==> config.mk <==
export PLATFORM = sky130hd
export DESIGN_NAME = uart_echo_fifo_flat
export DESIGN_NICKNAME = d
export VERILOG_FILES = /design/src/rtl/uart_echo_fifo_pkg.sv /design/src/rtl/uart_echo_fifo_if.sv /design/src/rtl/uart_sync_fifo.sv /design/src/rtl/uart_echo_fifo.sv /design/src/flat_wrapper.sv
export SDC_FILE = /design/constraint.sdc
export NUM_CORES = 1
export LEC_CHECK = 0
export CORE_UTILIZATION = 41
export DETAILED_ROUTE_END_ITERATION = 8
export PLACE_DENSITY_LB_ADDON = 0.25
export SETUP_SLACK_MARGIN = 0.02
export SLEW_MARGIN = 40
export SYNTH_ARGS = -nofsm -noshare
export SYNTH_HDL_FRONTEND = slang
export SYNTH_SLANG_ARGS = --single-unit
==> constraint.sdc <==
create_clock -name clk -period 10.3 [get_ports clk]
set_input_delay 1.03 -clock clk [delete_from_list [all_inputs] [get_ports clk]]
set_output_delay 1.03 -clock clk [all_outputs]
set_load 0.01 [all_outputs]
==> src/rtl/uart_echo_fifo_pkg.sv <==
// ----------------------------------------------------------------------------
// uart_echo_fifo_pkg : shared defaults and FSM encodings for the UART echo block
// Rev 1.0
// ----------------------------------------------------------------------------
`default_nettype none

package uart_echo_fifo_pkg;
  localparam int DEF_DATA_W = 8;
  localparam int DEF_DEPTH  = 16;
  localparam int DEF_DROP_W = 16;

  // Default line terminator, shared with other line-oriented UART blocks
  localparam logic [7:0] UART_TERM_CR = 8'h0D;

  localparam logic [0:0] ST_IDLE = 1'b0;
  localparam logic [0:0] ST_ACK  = 1'b1;
endpackage

`default_nettype wire

==> src/rtl/uart_echo_fifo_if.sv <==
// ----------------------------------------------------------------------------
// uart_echo_fifo_if : rx/tx handshake, mode control and status bundle
// Rev 1.0
// ----------------------------------------------------------------------------
`default_nettype none

interface uart_echo_fifo_if
  import uart_echo_fifo_pkg::*;
#(
  parameter int DATA_W = DEF_DATA_W,
  parameter int DEPTH  = DEF_DEPTH,
  parameter int DROP_W = DEF_DROP_W
) ();
  logic                    rx_ready;
  logic [DATA_W-1:0]       rx_data;
  logic                    tx_busy;
  logic                    tx_start;
  logic [DATA_W-1:0]       tx_data;
  logic                    line_mode;
  logic [$clog2(DEPTH):0]  fifo_count;
  logic                    overflow;
  logic [DROP_W-1:0]       drop_count;
  logic                    led_r;
  logic                    led_g;

  modport master (
    output rx_ready, rx_data, tx_busy, line_mode,
    input  tx_start, tx_data, fifo_count, overflow, drop_count, led_r, led_g
  );

  modport slave (
    input  rx_ready, rx_data, tx_busy, line_mode,
    output tx_start, tx_data, fifo_count, overflow, drop_count, led_r, led_g
  );
endinterface

`default_nettype wire

==> src/rtl/uart_sync_fifo.sv <==
// ----------------------------------------------------------------------------
// uart_sync_fifo : synchronous show-ahead FIFO with explicit occupancy count
// Rev 1.0
// ----------------------------------------------------------------------------
`default_nettype none

module uart_sync_fifo
  import uart_echo_fifo_pkg::*;
#(
  parameter int DATA_W = DEF_DATA_W,
  parameter int DEPTH  = DEF_DEPTH
) (
  input  wire logic                   clk,
  input  wire logic                   rst,
  input  wire logic                   push,
  input  wire logic [DATA_W-1:0]      din,
  input  wire logic                   pop,
  output logic      [DATA_W-1:0]      dout,
  output logic      [$clog2(DEPTH):0] count,
  output logic                        full,
  output logic                        empty
);
  localparam int AW    = $clog2(DEPTH);
  localparam int CNT_W = AW + 1;

  logic [DATA_W-1:0] r_mem [DEPTH];
  logic [AW-1:0]     r_wr_ptr;
  logic [AW-1:0]     r_rd_ptr;

  always_ff @(posedge clk) begin
    if (push) r_mem[r_wr_ptr] <= din;
  end

  // Pointers wrap naturally at DEPTH; fullness comes from the count alone
  always_ff @(posedge clk) begin
    if (rst) begin
      r_wr_ptr <= '0;
      r_rd_ptr <= '0;
      count    <= '0;
    end else begin
      if (push) r_wr_ptr <= r_wr_ptr + AW'(1);
      if (pop)  r_rd_ptr <= r_rd_ptr + AW'(1);
      case ({push, pop})
        2'b10:   count <= count + CNT_W'(1);
        2'b01:   count <= count - CNT_W'(1);
        default: ;
      endcase
    end
  end

  assign dout  = r_mem[r_rd_ptr];
  assign full  = (count == CNT_W'(DEPTH));
  assign empty = (count == '0);
endmodule

`default_nettype wire

==> src/rtl/uart_echo_fifo.sv <==
// ----------------------------------------------------------------------------
// uart_echo_fifo : buffered UART echo engine with line mode and drop accounting
// Rev 1.0
// ----------------------------------------------------------------------------
`default_nettype none

module uart_echo_fifo
  import uart_echo_fifo_pkg::*;
#(
  parameter int                DATA_W = DEF_DATA_W,
  parameter int                DEPTH  = DEF_DEPTH,
  parameter logic [DATA_W-1:0] TERM   = DATA_W'(UART_TERM_CR),
  parameter int                DROP_W = DEF_DROP_W
) (
  input wire logic         clk,
  input wire logic         rst,
  uart_echo_fifo_if.slave  bus
);
  localparam int CNT_W = $clog2(DEPTH) + 1;

  logic [0:0]        r_state;
  logic              r_tx_start;
  logic [DATA_W-1:0] r_tx_data;
  logic              r_led_r;
  logic              r_led_g;
  logic              r_overflow;
  logic [DROP_W-1:0] r_drop_count;
  logic [CNT_W-1:0]  r_term_count;

  logic [DATA_W-1:0] w_head;
  logic [CNT_W-1:0]  w_count;
  logic              w_full;
  logic              w_empty;
  logic              w_eligible;
  logic              w_pop;
  logic              w_push;
  logic              w_push_term;
  logic              w_pop_term;

  // A full FIFO is released in line mode so a terminator-less stream cannot stall
  always_comb begin
    w_eligible  = bus.line_mode ? ((r_term_count != '0) || w_full) : !w_empty;
    w_pop       = (r_state == ST_IDLE) && w_eligible && !bus.tx_busy;
    w_push      = bus.rx_ready && (!w_full || w_pop);
    w_push_term = w_push && (bus.rx_data == TERM);
    w_pop_term  = w_pop && (w_head == TERM);
  end

  uart_sync_fifo #(
    .DATA_W (DATA_W),
    .DEPTH  (DEPTH)
  ) u_fifo (
    .clk   (clk),
    .rst   (rst),
    .push  (w_push),
    .din   (bus.rx_data),
    .pop   (w_pop),
    .dout  (w_head),
    .count (w_count),
    .full  (w_full),
    .empty (w_empty)
  );

  always_ff @(posedge clk) begin
    if (rst) begin
      r_state      <= ST_IDLE;
      r_tx_start   <= 1'b0;
      r_tx_data    <= '0;
      r_led_r      <= 1'b1;
      r_led_g      <= 1'b1;
      r_overflow   <= 1'b0;
      r_drop_count <= '0;
      r_term_count <= '0;
    end else begin
      case (r_state)
        ST_IDLE: begin
          if (w_pop) begin
            r_tx_data  <= w_head;
            r_tx_start <= 1'b1;
            r_led_r    <= ~w_head[0];
            r_led_g    <= ~w_head[1];
            r_state    <= ST_ACK;
          end
        end
        ST_ACK: begin
          if (bus.tx_busy) begin
            r_tx_start <= 1'b0;
            r_state    <= ST_IDLE;
          end
        end
        default: r_state <= ST_IDLE;
      endcase

      if (bus.rx_ready && !w_push) begin
        r_overflow <= 1'b1;
        if (r_drop_count != '1) r_drop_count <= r_drop_count + DROP_W'(1);
      end

      case ({w_push_term, w_pop_term})
        2'b10:   r_term_count <= r_term_count + CNT_W'(1);
        2'b01:   r_term_count <= r_term_count - CNT_W'(1);
        default: ;
      endcase
    end
  end

  assign bus.tx_start   = r_tx_start;
  assign bus.tx_data    = r_tx_data;
  assign bus.fifo_count = w_count;
  assign bus.overflow   = r_overflow;
  assign bus.drop_count = r_drop_count;
  assign bus.led_r      = r_led_r;
  assign bus.led_g      = r_led_g;
endmodule

`default_nettype wire

==> src/flat_wrapper.sv <==
// flat-port wrapper written by rule: the top's interface ports become plain ports
module uart_echo_fifo_flat import uart_echo_fifo_pkg::*;
#(
  parameter int                DATA_W = DEF_DATA_W,
  parameter int                DEPTH  = DEF_DEPTH,
  parameter logic [DATA_W-1:0] TERM   = DATA_W'(UART_TERM_CR),
  parameter int                DROP_W = DEF_DROP_W
)
  (clk, rst, bus_rx_ready, bus_rx_data, bus_tx_busy, bus_line_mode, bus_tx_start, bus_tx_data, bus_fifo_count, bus_overflow, bus_drop_count, bus_led_r, bus_led_g);
  uart_echo_fifo_if #(.DATA_W(DATA_W), .DEPTH(DEPTH), .DROP_W(DROP_W)) bus_i ();
  input wire logic clk;
  input wire logic rst;
  input wire logic [$bits(bus_i.rx_ready)-1:0] bus_rx_ready;
  input wire logic [$bits(bus_i.rx_data)-1:0] bus_rx_data;
  input wire logic [$bits(bus_i.tx_busy)-1:0] bus_tx_busy;
  input wire logic [$bits(bus_i.line_mode)-1:0] bus_line_mode;
  output wire logic [$bits(bus_i.tx_start)-1:0] bus_tx_start;
  output wire logic [$bits(bus_i.tx_data)-1:0] bus_tx_data;
  output wire logic [$bits(bus_i.fifo_count)-1:0] bus_fifo_count;
  output wire logic [$bits(bus_i.overflow)-1:0] bus_overflow;
  output wire logic [$bits(bus_i.drop_count)-1:0] bus_drop_count;
  output wire logic [$bits(bus_i.led_r)-1:0] bus_led_r;
  output wire logic [$bits(bus_i.led_g)-1:0] bus_led_g;
  assign bus_i.rx_ready = bus_rx_ready;
  assign bus_i.rx_data = bus_rx_data;
  assign bus_i.tx_busy = bus_tx_busy;
  assign bus_i.line_mode = bus_line_mode;
  assign bus_tx_start = bus_i.tx_start;
  assign bus_tx_data = bus_i.tx_data;
  assign bus_fifo_count = bus_i.fifo_count;
  assign bus_overflow = bus_i.overflow;
  assign bus_drop_count = bus_i.drop_count;
  assign bus_led_r = bus_i.led_r;
  assign bus_led_g = bus_i.led_g;
  uart_echo_fifo #(.DATA_W(DATA_W), .DEPTH(DEPTH), .TERM(TERM), .DROP_W(DROP_W)) u_core (.clk(clk), .rst(rst), .bus(bus_i));
endmodule
==> metrics.yaml <==
netlist_instances: 498
clockPowerShare_pct: 39.7
required_ns: 10.65
die_x_um: 136.2
synth_nets: 527
post-route-period-util_pct: 39.64
dp_hpwl_mm: 9.824
core_um2: 17420
clk_latency_ns: 0.43
ys.warnings.count: 0
path_max_fanout: 29
p_switching_uw: 401.0
ctsHoldBuffers: 0
seq_power_share_pct: 50.4
crit_path_end_kind: "flip-flop"
critical_path_class: "reg2reg"
numCtsBuffers: 17
cap_viol_max_count: 0
grt_pass1_vias: 4399
track_usage_pct: 17.91
relSlewSlack_pct: 47.60
tritoncts: "done"
yosysTopAreaCell: "edfxtp_1"
cts_resized: 0
rows: 48
powerDensity_nw_per_um2: 186.5
setup_tns_ns: 0
status: "complete, no violations"
cts_buffer_depth: 2
drt_iter0_drc: 357
grt_pass1_wl_mm: 24.16
synth_most_common_cell: "edfxtp_1"
routedWlPerCell_um: 19.75
fin_skew_ns: 0.009806
antenna-diode-count: 0
areaGrowthSynthToFinish_pct: 17.99
arrival_ns: 4.44
utilization_pct: 49.99
grt_antenna_before_repair: 0
ys.flop_type: "edfxtp_1"
leakage_nw: 2.774
dr.pass1.iters: 5
gp_congestion: 0.8359
hold_viol_final: 0
cts-root-buf: "clkbuf_16"
ant_nets: 0
holdWs_ns: 0.4548
routed_via_density: 5.501
vias: 4302
io_buffers: 45
synth_area_um2: 7378
hp-class: "reg2reg"
overflow: 0
grt_max_degree: 47
cts_htree_levels: 4
route.detailed.drc: 0
yosys.area.top_type_share_pct: 52.09
setup_viol: 0
ys_ff_latch: 179
power_frac_comb_pct: 9.9
synth-edff-count: 128
synth_area_per_cell_um2: 14.82
drt_wl_total_mm: 15.44
switching_share_pct: 24.70
post-route-min-period_ns: 4.082
synth.distinct_cells: 45
layout.nets: 573
p_int_mw: 1.222
synth_common_cells: "edfxtp_1, dfxtp_1, nor2_1, mux4_2, a21oi_1"
synthTopCellsByArea: "edfxtp_1, dfxtp_1, mux4_2"
die_area_um2: 18540
timing.fmax_mhz: 245.0
clock_sinks: 179
rsz0062_at_grt: "false"
tightest_slew_ns: 0.7850
pin_count: 46
worst_setup_path_start_kind: "flip-flop"
seq_area_frac_synth_pct: 65.93
drive_above_1_share_pct: 16.70
dp.cells: 750
postCtsSetupRepairBufs: 0
path_clk_slew_ns: 0.07
ir_worst_vdd_v: 0.0001234
ys_async_sr_fraction_pct: 0
die_height_um: 136.2
initial_core_util_pct: 42.36
final_cells: 782
drv_slew: 0
total_power_mw: 1.623
-- state kept, by name, indices dropped and copies added (netlist names), named ones only --
register and count:
u_core.r_term_count 5, u_core.u_fifo.r_mem 128, u_core.bus.drop_count 16, u_core.u_fifo.r_wr_ptr 4, u_core.u_fifo.r_rd_ptr 4, u_core.bus.tx_start 1, u_core.r_state 1, u_core.bus.led_r 1
u_core.bus.tx_data 8, u_core.u_fifo.count 5, u_core.bus.led_g 1, u_core.bus.overflow 1
-- worst paths after layout --
check | slack [ns] | to | startpoint | cells after the start
hold reg to reg | 0.45 | u_core.bus.overflow | u_core.bus.overflow | 2
setup / recovery | 6.22 | u_core.r_term_count[4] | flip-flop | 12
hold / removal | 0.45 | u_core.bus.overflow | u_core.bus.overflow | 2
setup reg to reg | 6.22 | u_core.r_term_count[4] | flip-flop | 12
-- area by class of cell --
cell class / instances / area, um^2
fillers: 1463 / 8711
flip-flops and latches: 179 / 4868
multi-input cells: 274 / 2389
repair buffers: 51 / 495.5
clock buffers: 17 / 425.4
well taps: 225 / 281.5
clock inverters: 15 / 167.7
inverters: 21 / 78.83
-- metal layers --
layer | vias to the layer above | track usage (%) | wire (um) | share of wire, %
li1 | 1999 | - | - | -
met2 | 106 | 30.80 | 7922 | 51
met3 | 21 | 3.840 | 629 | 4.1
met5 | - | 0 | 0 | 0
met1 | 2176 | 22.53 | 6721 | 44
met4 | 0 | 5.494 | 170 | 1.1
-- cell usage in the layout (no fill, tap or decap), drive strengths merged, types with 12 or more instances in the layout --
| master | instances |
|---|---|
| edfxtp | 128 |
| dfxtp | 51 |
| nor2 | 48 |
| clkdlybuf4s50 | 45 |
| mux4 | 35 |
| a21oi | 29 |
| inv | 29 |
| nand2 | 17 |
| clkbuf | 17 |
| ha | 14 |
| nand3 | 13 |
| o31ai | 12 |
| or4 | 12 |
-- power groups by stage --
stage                     combinational [mW]  clock (mW)  sequential, mW
after floorplan                        0.110           0           0.823
after global placement                 0.158           0           0.833
after detailed placement               0.162           0           0.835
after CTS                              0.163       0.656           0.819
after global routing                   0.177       0.686           0.822
final                                  0.161       0.645           0.818
-- critical path: stages, from the launching register on --
cell,delay [ns]
dfxtp_4,0.70
mux4_2,0.57
mux4_2,0.53
nor3b_1,0.23
and4_1,0.22
ha_1,0.22
inv_1,0.10
fa_1,0.39
nor2b_1,0.16
o21ai_0,0.13
and3_1,0.21
or4_1,0.39
a21oi_1,0.15
-- metrics by stage --
step / setup WS (ns) / cell area, um^2
2_1_floorplan: 6.443 / 7378
3_3_place_gp: 6.016 / 8068
3_5_place_dp: 5.979 / 8113
4_1_cts: 6.175 / 8706
5_1_grt: 5.846 / 8706
6_report: 6.218 / 8706
-- cells by family (layout without fill, tap and decap cells) --
logic type	after synthesis	count (layout)	share of synthesized area [%]
compound gates	64	64	5.257
xor+xnor	14	14	1.662
buf+inv	45	104	2.408
flops	179	179	65.93
simple gates	132	132	9.344
mux	48	48	12.48
fa+ha+maj	16	16	2.917
Power figures use the tool's default switching activity.
